$ cat src/rtl/io_irq_ctrl.sv
// io_irq_ctrl: synchronised, debounced switch/button inputs with per-channel
// edge detection, maskable pending latch, and a registered priority interrupt.
//
// Ports:
//   clk          system clock, all logic on the rising edge
//   reset_n      synchronous active-low reset
//   in_raw       asynchronous switch/button inputs [N_IN-1:0]
//   wEn          bus write enable
//   addr         bus byte address (decoded on addr[31:4], register on addr[3:2])
//   dataIn       bus write data
//   dataOut      registered bus read data
//   interrupt    registered, high while any unmasked pending bit is set
//   interrupt_id registered, 1 + lowest unmasked pending channel, 0 when none
//   irq_ack      one-cycle pulse clearing pending bit interrupt_id-1
module io_irq_ctrl #(
    parameter int          N_IN     = 16,
    parameter int          DEBOUNCE = 4,
    parameter logic [31:0] BASE     = 32'h0000_1000,
    parameter int          ID_W     = 5
) (
    input  logic            clk,
    input  logic            reset_n,
    input  logic [N_IN-1:0] in_raw,
    input  logic            wEn,
    input  logic [31:0]     addr,
    input  logic [31:0]     dataIn,
    output logic [31:0]     dataOut,
    output logic            interrupt,
    output logic [ID_W-1:0] interrupt_id,
    input  logic            irq_ack
);

    localparam int CW = $clog2(DEBOUNCE + 1);
    localparam logic [CW-1:0] CNT_LAST = CW'(DEBOUNCE - 1);

    logic [N_IN-1:0]   meta;
    logic [N_IN-1:0]   sync;
    logic [N_IN-1:0]   deb;
    logic [N_IN-1:0]   deb_d;
    logic [N_IN-1:0]   pend;
    logic [N_IN-1:0]   mask;
    logic [2*N_IN-1:0] mode;
    logic [CW-1:0]     cnt [N_IN];

    logic [N_IN-1:0]   rise;
    logic [N_IN-1:0]   fall;
    logic [N_IN-1:0]   evt;
    logic [N_IN-1:0]   ack_clr;
    logic [N_IN-1:0]   w1c;
    logic [N_IN-1:0]   act;
    logic [ID_W-1:0]   next_id;
    logic [31:0]       rd_data;
    logic              hit;
    logic              wr;
    logic [1:0]        sel;
    logic              unused;

    assign hit = (addr[31:4] == BASE[31:4]);
    assign wr  = wEn & hit;
    assign sel = addr[3:2];

    assign unused = ^{addr[1:0], dataIn};

    // Two-flop resynchroniser
    always_ff @(posedge clk) begin
        if (!reset_n) begin
            meta <= '0;
            sync <= '0;
        end else begin
            meta <= in_raw;
            sync <= meta;
        end
    end

    // Debounce: accept sync only after DEBOUNCE consecutive differing cycles
    always_ff @(posedge clk) begin
        if (!reset_n) begin
            deb   <= '0;
            deb_d <= '0;
            for (int i = 0; i < N_IN; i++) begin
                cnt[i] <= '0;
            end
        end else begin
            deb_d <= deb;
            for (int i = 0; i < N_IN; i++) begin
                if (sync[i] == deb[i]) begin
                    cnt[i] <= '0;
                end else if (cnt[i] == CNT_LAST) begin
                    deb[i] <= sync[i];
                    cnt[i] <= '0;
                end else begin
                    cnt[i] <= cnt[i] + CW'(1);
                end
            end
        end
    end

    assign rise = deb & ~deb_d;
    assign fall = ~deb & deb_d;

    always_comb begin
        evt = '0;
        for (int i = 0; i < N_IN; i++) begin
            evt[i] = (rise[i] & mode[2*i]) | (fall[i] & mode[2*i+1]);
        end
    end

    // Ack clears the channel currently presented; id 0 means nothing to ack
    always_comb begin
        ack_clr = '0;
        if (irq_ack && (interrupt_id != '0)) begin
            for (int i = 0; i < N_IN; i++) begin
                if (interrupt_id == ID_W'(i + 1)) begin
                    ack_clr[i] = 1'b1;
                end
            end
        end
    end

    assign w1c = (wr && sel == 2'd1) ? dataIn[N_IN-1:0] : '0;

    // Pending latch; a new event overrides a same-cycle clear
    always_ff @(posedge clk) begin
        if (!reset_n) begin
            pend <= '0;
        end else begin
            pend <= (pend & ~(w1c | ack_clr)) | evt;
        end
    end

    always_ff @(posedge clk) begin
        if (!reset_n) begin
            mask <= '1;
            mode <= '1;
        end else if (wr) begin
            if (sel == 2'd2) begin
                mask <= dataIn[N_IN-1:0];
            end
            if (sel == 2'd3) begin
                mode <= dataIn[2*N_IN-1:0];
            end
        end
    end

    assign act = pend & mask;

    // Lowest-numbered active channel wins
    always_comb begin
        next_id = '0;
        for (int i = N_IN - 1; i >= 0; i--) begin
            if (act[i]) begin
                next_id = ID_W'(i + 1);
            end
        end
    end

    always_ff @(posedge clk) begin
        if (!reset_n) begin
            interrupt    <= 1'b0;
            interrupt_id <= '0;
        end else begin
            interrupt    <= |act;
            interrupt_id <= next_id;
        end
    end

    always_comb begin
        rd_data = '0;
        if (hit) begin
            unique case (sel)
                2'd0:    rd_data = 32'(deb);
                2'd1:    rd_data = 32'(pend);
                2'd2:    rd_data = 32'(mask);
                default: rd_data = 32'(mode);
            endcase
        end
    end

    always_ff @(posedge clk) begin
        if (!reset_n) begin
            dataOut <= '0;
        end else begin
            dataOut <= rd_data;
        end
    end

endmodule
$ cat config.mk
export PLATFORM = sky130hd
export DESIGN_NAME = io_irq_ctrl
export DESIGN_NICKNAME = d
export VERILOG_FILES = /design/src/rtl/io_irq_ctrl.sv
export SDC_FILE = /design/constraint.sdc
export NUM_CORES = 1
export LEC_CHECK = 0
export CORE_MARGIN = 8
export CORE_UTILIZATION = 35
export DETAILED_ROUTE_END_ITERATION = 7
export DONT_BUFFER_PORTS = 1
export GPL_TIMING_DRIVEN = 0
export PLACE_DENSITY = 0.51
export SETUP_SLACK_MARGIN = 0.05
export SLEW_MARGIN = 20
export SYNTH_ARGS = -nofsm -noshare
export SYNTH_HDL_FRONTEND = slang
export SYNTH_SLANG_ARGS = --single-unit
$ cat constraint.sdc
create_clock -name clk -period 5.75 [get_ports clk]
set_clock_uncertainty 0.1 [all_clocks]
set_input_delay 0.2875 -clock clk [delete_from_list [all_inputs] [get_ports clk]]
set_output_delay 0.2875 -clock clk [all_outputs]
set_load 0.03 [all_outputs]
== Word level (Yosys, flattened, before mapping) ==
Memory sizes are Yosys's and may differ from the RTL's.
Index checks and enable logic that the tools add are counted.

* Bits of input ports: 84
* Output and inout port bits: 38
* RAM bits: 48
* Bits in read-only memories: 0
* Memories: 1
* Bits in registers: 166
* Bits in latches: 0

* Equal/unequal tests: 52
* Reduce and logical (&&, ||, !) cells: 28
* Add/sub/neg operators: 16
* Mux-type cells: 260
* $lt $le $gt $ge: 0
* Shifts and indexed selects: 0
* Multipliers: 0
* Div/mod/pow operators: 0
* Bitwise gates (word level): 123

{| class="wikitable"
|+ Memories
! memory !! depth !! bits a word !! read ports !! clocked after memory_dff !! write ports !! line !! source
|-
| cnt || 16 || 3 || 16 || 0 || 16 || 43 || <nowiki>logic [CW-1:0] cnt [N_IN];</nowiki>
|}

{| class="wikitable"
|+ Operators by type and width
! operator !! count
|-
| $mux 1 || 194
|-
| $mux 3 || 52
|-
| $pmux 32 s3 || 1
|-
| $and 16x16->16 || 4
|-
| $or 1x1->1 || 64
|-
| $add 3x1->3 const B || 16
|-
| $eq 3x2->1 const B || 16
|-
| $not 16->16 || 3
|-
| $eq 5x4->1 const B || 8
|-
| $reduce_and 2->1 || 19
|-
| $and 1x1->1 || 33
|-
| $mux 16 || 2
|-
| $mux 4 || 8
|-
| $or 16x16->16 || 2
|-
| $reduce_or 16->1 || 2
|-
| $eq 28x9->1 const B || 1
|-
| $eq 5x3->1 const B || 4
|-
| $not 1->1 || 17
|-
| $eq 1x1->1 || 16
|-
| $eq 5x2->1 const B || 2
|-
| $reduce_or 8->1 || 1
|-
| $eq 5x1->1 const B || 1
|-
| $eq 5x5->1 const B || 1
|-
| $mux 5 || 1
|-
| 8 further kinds || 11
|}

== Logic depth before layout (Yosys ltp) ==
Gate-level depths: netlist (run 1).

* Depth in word-level cells: 17
* Mapped depth: 8
* Gate-level depth less buffers: 4

== Worst setup path before layout (run 1) ==
Ideal clock, no wire load.

* Kind: in2reg
* Start: in addr[9]
* End: reg mask[0]
* Arrival: 1.813 ns
* Data required time: 5.528 ns
* Setup slack: 3.715 ns
* Cell stages on the path: 6
* Library setup time: 0.122 ns
* Cells stage by stage: nor4_4 nand3_2 buf_6 buf_6 o41a_1 a311o_1

* Word-level cells in the longest chain between the ends: 3

{| class="wikitable"
|+ Ends and longest elaborated chain
! what !! line !! source
|-
| start, declared || 25 || <nowiki>input logic [31:0] addr,</nowiki>
|-
| $eq 28x9->1 || 58 || <nowiki>assign hit = (addr[31:4] == BASE[31:4]);</nowiki>
|-
| $and 1x1->1 || 59 || <nowiki>assign wr = wEn & hit;</nowiki>
|-
| $reduce_and 2->1 (no line) || - ||
|-
| end signal, assigned || 137 || <nowiki>mask <= dataIn[N_IN-1:0];</nowiki>
|-
| end, declared || 41 || <nowiki>logic [N_IN-1:0] mask;</nowiki>
|}

Every way passes these cells.
A chain may end at the register's enable or synchronous reset.

== Worst setup path after layout (run 1) ==
* Start: in addr[10]
* End: reg mode[11]

* Word-level cells in the longest chain between the ends: 3

{| class="wikitable"
|+ Ends and longest elaborated chain
! what !! line !! source
|-
| $eq 28x9->1 || 58 ||
|-
| $and 1x1->1 || 59 ||
|-
| $reduce_and 2->1 (no line) || - ||
|-
| end signal, assigned || 140 || <nowiki>mode <= dataIn[2*N_IN-1:0];</nowiki>
|-
| end, declared || 42 || <nowiki>logic [2*N_IN-1:0] mode;</nowiki>
|}

Every way passes these cells.

==> impl_metrics.ini, run 1 <==
[yosys]
yosys.area.top_type = dfxtp_1
ys_seq_area_share_pct = 51.3
synth_edf_count = 48
yosys.cell_types.count = 46
synthArstFlopShare_pct = 0
yosys_warnings = 0
synth_seq_cells = 214
synth_top_area_share_pct = 35.8
synth.area.top_cells = dfxtp_1, edfxtp_1, o41a_1
syn_area_mm2 = 0.00928
postSynthCellCount = 862
ys.flop_type = dfxtp_1
syn_area_per_cell_um2 = 10.8

[routing]
drt-wirelength-per-cell_um = 20.8
drt_first_iter_violations = 556
wl_um = 27800
avgViaCountPerCell = 5.32
vias = 7122
drtAntennaViolNets = 0
drc = 0
drtPass1Iterations = 5

[pwr]
leakage_nw = 4.00
p_per_area_mw_per_mm2 = 298
peakVddDrop_mv = 0.172

[cells_and_area]
area_delta_synth_final_pct = 20.5
final_cell_area_mm2 = 0.0112
layout-drive-gt1-share_pct = 6.58
final_common_cell = dfxtp_1
fin_nets = 1101
final_cell_mix = dfxtp_1, nor2_1, nand2_1

[critical_path]
critPathCaptureType = flop
worstPathMaxFanout = 10
r2r_slack_ns = 3.68
rr_endpoint = pend[9]$_SDFF_PN0_
start_kind = primary input
crit_end = mode[11]$_SDFFE_PN1P_
startpoint = addr[10]
crit_required_ns = 6.11
r2r_cells = 4
critPathKind = in -> reg
worstReg2RegStart = interrupt_id[3]$_SDFF_PP0_
arrival_ns = 3.10

[sta]
rsz0062_at_grt = false
setup_violations = 0
tightest_slew_ns = 0.971
hold_violations = 0
slew-limit-headroom_pct = 35.3
timing.hold.ws_ns = 0.0290
max_freq_mhz = 364
final.min_clock_period_ns = 2.74
fin_crit_sh_pct = 47.7
slew_viol_final = 0
fin_tns_setup_ns = 0

[die]
die_w_um = 179
rows = 59
coreArea_mm2 = 0.0261
die_y_um = 179
initial_core_util_pct = 35.6
dieArea_mm2 = 0.0320
ios = 122

[global_route]
grt_usage_pct = 17.1
grt_antenna_before_repair = 2
grt_max_degree = 14
grt_pass1_wl_um = 42000
grt_pass1_vias = 7000
overflow = 0

[status]
status = complete, no violations

[clock_network]
cts_tree = built
insertion_delay_ns = 0.52
cts.sinks = 214
ctsResizeCount = 0
path_clk_slew_ns = 0.06
cts_root_buffer = clkbuf_16
cts_buffers = 24
htreeDepth = 1
clockBufferDepth = 3

[placed_design]
detailed_place.area_mm2 = 0.00988
routabilityCongestion = 0.879
portBuffers = 0
place_hpwl_um = 20500

[job]
max_cap_violations = 0

[worst_hold_path]
hold_path_class = in -> reg
min_path_cells = 4
final cells by class:
cell class	count	area, um2
Clock inverter	10	76.3
Inverter	36	135
Antenna cell	1	2.50
Sequential cell	214	4760
Fill cell	2558	14900
Tap cell	335	419
Clock buffer	34	732
Buffer	65	273
Multi-Input combinational cell	594	4290
Timing Repair Buffer	50	500
cell usage after synthesis (4+ instances only):
cell,instances
and2_1,52
nand2_1,56
mux2i_1,16
nor2b_1,20
nor3_1,17
o41a_1,48
edfxtp_1,48
mux4_2,16
and3_1,18
clkbuf_1,51
buf_1,6
inv_1,36
xnor2_1,16
nand3b_1,16
ha_1,32
dfxtp_1,166
o21ai_0,33
nor2_1,65
nand3_1,20
nand4_1,17
a311o_1,48
or3_1,17
nor4_1,6
buf_2,5
o311ai_0,4
layer usage:
metal,track usage [%],share of wire [%]
met4,5.55,2.6
met2,26.2,44
met1,23.8,48
met5,0,0
met3,3.31,6.1
worst min path at each step:
stage	from	to	slack, ns
finish	addr[11]	pend[4]$_SDFF_PN0_	0.03
global route	dataIn[15]	pend[15]$_SDFF_PN0_	0.02
detailed placement	in_raw[1]	meta[1]$_SDFF_PN0_	0.32
floorplan	meta[0]$_SDFF_PN0_	sync[0]$_SDFF_PN0_	0.31
global placement	meta[2]$_SDFF_PN0_	sync[2]$_SDFF_PN0_	0.31
CTS	addr[11]	pend[4]$_SDFF_PN0_	0.008
logic make-up after synthesis:
logic type	synth area share, %
buffers and inverters	4.39
AOI/OAI and AO/OA	14.5
and+or+nand+nor	18.3
DFF	51.3
adders and majority gates	4.31
xor gates and xnor gates	1.51
other	0.0404
muxes	5.61
worst max-delay path, stage by stage:
cell           delay, ns
dlygate4sd3_1       0.57
nor4_4              0.38
nand3_2             0.28
nor3_2              0.65
clkbuf_1            0.63
a311o_1             0.28
registers in the layout (all words and copies together), names as in the netlist, 16 cells and up:
| name | flops |
|---|---|
| deb_d | 16 |
| deb | 16 |
| mask | 16 |
| dataOut | 32 |
| pend | 16 |
| sync | 16 |
| meta | 16 |
| mode | 32 |
| cnt | 48 |
stage by stage:
step	instances	utilization [%]	setup slack (ns)	total power, mW
floorplan	909	-	3.71	1.73
global placement	1244	37.9	2.90	1.78
detailed placement	1244	37.9	2.99	1.78
CTS	1338	42.9	3.07	3.37
global route	1339	42.9	2.95	3.46
finish	1339	42.9	3.01	3.33
timing repair:
action                    in CTS  in global routing
setup buffers                  0                  0
hold endpoints to repair      79                  0
hold buffers                  50                  0
power breakdown:
part | switching [mW] | internal [mW] | total [mW]
clock network | 0.622 | 0.930 | 1.55
logic | 0.116 | 0.0756 | 0.192
registers | 0.0219 | 1.57 | 1.59
Note: power is estimated with default switching activity, not from simulation.
==> run 2, diff against run 1 <==
--- a/config.mk
+++ b/config.mk
@@ -5,6 +5,7 @@
 export SDC_FILE = /design/constraint.sdc
 export NUM_CORES = 1
 export LEC_CHECK = 0
+export ABC_AREA = 1
 export CORE_MARGIN = 8
 export CORE_UTILIZATION = 35
 export DETAILED_ROUTE_END_ITERATION = 7
==> constraint.sdc (replaced) <==
create_clock -name clk -period 2.6 [get_ports clk]
set_clock_uncertainty 0.1 [all_clocks]
set_input_delay 0.13 -clock clk [delete_from_list [all_inputs] [get_ports clk]]
set_output_delay 0.13 -clock clk [all_outputs]
set_load 0.03 [all_outputs]
==> run 2 against run 1 <==
Compared with the run above: global-route usage fell by 1.1 points; register-to-register slack worse by 3.4 ns; highest routed layer is now met5; area after synthesis decreased by 6.6%; final cell count rose by 10%; sequential share of layout area increased by 2.3 points; total power is 130% higher; first-iteration DRC count shrank 12%; sequential power is 130% higher; wire length down 13%; largest cell class unchanged; clock-buffer cell count down 3; non-clock buffer count decreased by 14; cell area down 5.0%.
==> impl_metrics.ini, run 2 <==
[sta]
slew_viol_final = 0
tightest_slew_ns = 0.754
hold_violations = 0
fin_crit_sh_pct = 91.6
max_freq_mhz = 420
final.min_clock_period_ns = 2.38
fin_tns_setup_ns = 0
slew-limit-headroom_pct = 49.8
setup_violations = 0
rsz0062_at_grt = false

[cells_and_area]
antenna_cells_inserted = 0
ff_latch_area_mm2 = 0.00476
fin_nets = 1253
area_delta_synth_final_pct = 22.6
final_cell_mix = nand2_1, dfxtp_1, inv_1
final_common_cell = nand2_1
fillers = 2433
layout-drive-gt1-share_pct = 4.16
largest_reg_flops = 48
reg_top3 = cnt (48), dataOut (32), mode (32)
multiInputGateArea_mm2 = 0.00333
largest-register = cnt
fin_util_pct = 43.7
final_cell_area_mm2 = 0.0106

[critical_path]
start_kind = primary input
critical_path_buf_inv_count = 3
arrival_ns = 2.76
path_cells = dlygate4sd3_1 -> nor4_1 -> nand2_1 -> nor3_4 -> nand3_1 -> clkbuf_1 -> o211ai_1 -> dlygate4sd3_1
critPathCaptureType = flop
crit_family = buffers and inverters
critPathMaxStageDelay_ns = 0.58
cp.depth = 8
critical_path.most_common_cell = dlygate4sd3_1
cp_slowest_cell = dlygate4sd3_1
worstPathMaxFanout = 10
r2r_cells = 11
critPathKind = in -> reg
crit_required_ns = 2.98

[pwr]
leakage_nw = 4.94
p_per_area_mw_per_mm2 = 706
peakVddDrop_mv = 0.400

[yosys]
ys_seq_area_share_pct = 54.9
synth.area.top_cells = dfxtp_1, edfxtp_1, nand2_1
synthArstFlopShare_pct = 0
syn_area_per_cell_um2 = 8.62
syn_area_mm2 = 0.00867
yosys.area.top_type = dfxtp_1
synth_edf_count = 48
synth_top_area_share_pct = 38.3
synth_most_common_cell = nand2_1
yosys_warnings = 0
postSynthCellCount = 1006
ys.flop_type = dfxtp_1
synth_commonest_cells = nand2_1, dfxtp_1, inv_1
yosys.cell_types.count = 30
synth_seq_cells = 214

[global_route]
grt_pass1_wl_um = 38600
grt_max_degree = 14
grt_antenna_before_repair = 1
grt_usage_pct = 16.0
overflow = 0
grt_pass1_vias = 6900

[die]
rows = 57
initial_core_util_pct = 35.7
die_y_um = 173
coreArea_mm2 = 0.0243
dieArea_mm2 = 0.0301
die_w_um = 173
ios = 122

[job]
max_cap_violations = 0

[clock_network]
cts_root_buffer = clkbuf_16
cts_buffers = 25
clockBufferDepth = 3
cts.sinks = 214
cts_tree = built
path_clk_slew_ns = 0.06
insertion_delay_ns = 0.54
htreeDepth = 1

[routing]
avgViaCountPerCell = 4.74
drtAntennaViolNets = 0
drt_first_iter_violations = 488
wl_um = 24200
drc = 0
drt-wirelength-per-cell_um = 16.4
vias = 7007
drtPass1Iterations = 5

[placed_design]
detailed_place.area_mm2 = 0.00925
portBuffers = 0
place_hpwl_um = 17800
routabilityCongestion = 0.883

[worst_hold_path]
min_path_cells = 3
hold_path_class = in -> reg

[status]
status = complete, no violations
## run 2: worst paths after layout
path,slack [ns],startpoint,endpoint
worst max-delay path,0.22,addr[8],mask[1]$_SDFFE_PN1P_
worst max register to register,0.32,interrupt_id[0]$_SDFF_PN0_,pend[10]$_SDFF_PN0_
worst min-delay path,0.05,reset_n,deb[15]$_SDFFE_PN0P_
worst min register to register,0.30,meta[5]$_SDFF_PN0_,sync[5]$_SDFF_PN0_
## run 2: logic make-up (layout without fill, tap and decap cells)
logic type	Yosys count	after routing	share of synthesized area, %
AOI/OAI and AO/OA	170	170	12.7
adders and majority gates	32	32	4.62
buffers and inverters	200	302	8.70
DFF	214	214	54.9
other	1	48	0.0432
and+or+nand+nor	389	389	18.9
## run 2: final cells by class
class	instances	share of cell area, %
Buffer	44	1.59
Clock buffer	31	6.48
Clock inverter	14	1.06
Inverter	156	5.51
Multi-Input combinational cell	639	31.3
Sequential cell	214	44.8
Tap cell	324	3.81
Timing Repair Buffer	57	5.37
## run 2: routing by layer
metal	part of all wire, %	GRT usage, %	vias up
li1	-	-	3568
met1	46	20.8	3183
met2	45	25.8	208
met3	7.0	3.79	46
met4	2.7	5.28	2
met5	0.033	0	-
## run 2: power by group
group	switching (mW)	leakage, nW	internal [mW]
combinational	0.335	2.69	0.190
clock	1.39	0.404	1.98
sequential	0.111	1.85	3.50
## run 2: tightest hold or removal path, stage by stage
cell      delay (ns)
clkbuf_1        0.26
o21ai_0         0.16
a21oi_1         0.05
## run 2: timing repair
| item | 4_1_cts | 5_1_grt |
|---|---|---|
| resized for setup | 0 | 1 |
| hold buffers | 57 | 0 |
| setup buffers | 0 | 0 |
| setup endpoints to repair | 0 | 2 |
| hold endpoints to repair | 86 | 0 |
## run 2: per-stage QoR
| step | total power [mW] | cells | worst slack (ns) | hold slack, ns |
|---|---|---|---|---|
| 6_report | 7.51 | 1479 | 0.218 | 0.0474 |
| 3_3_place_gp | 4.12 | 1377 | 0.144 | 0.134 |
| 2_1_floorplan | 3.98 | 1053 | 0.854 | 0.128 |
| 4_1_cts | 7.61 | 1479 | 0.220 | 0.0502 |
| 3_5_place_dp | 4.13 | 1377 | 0.188 | 0.133 |
| 5_1_grt | 7.84 | 1479 | 0.0681 | 0.0860 |
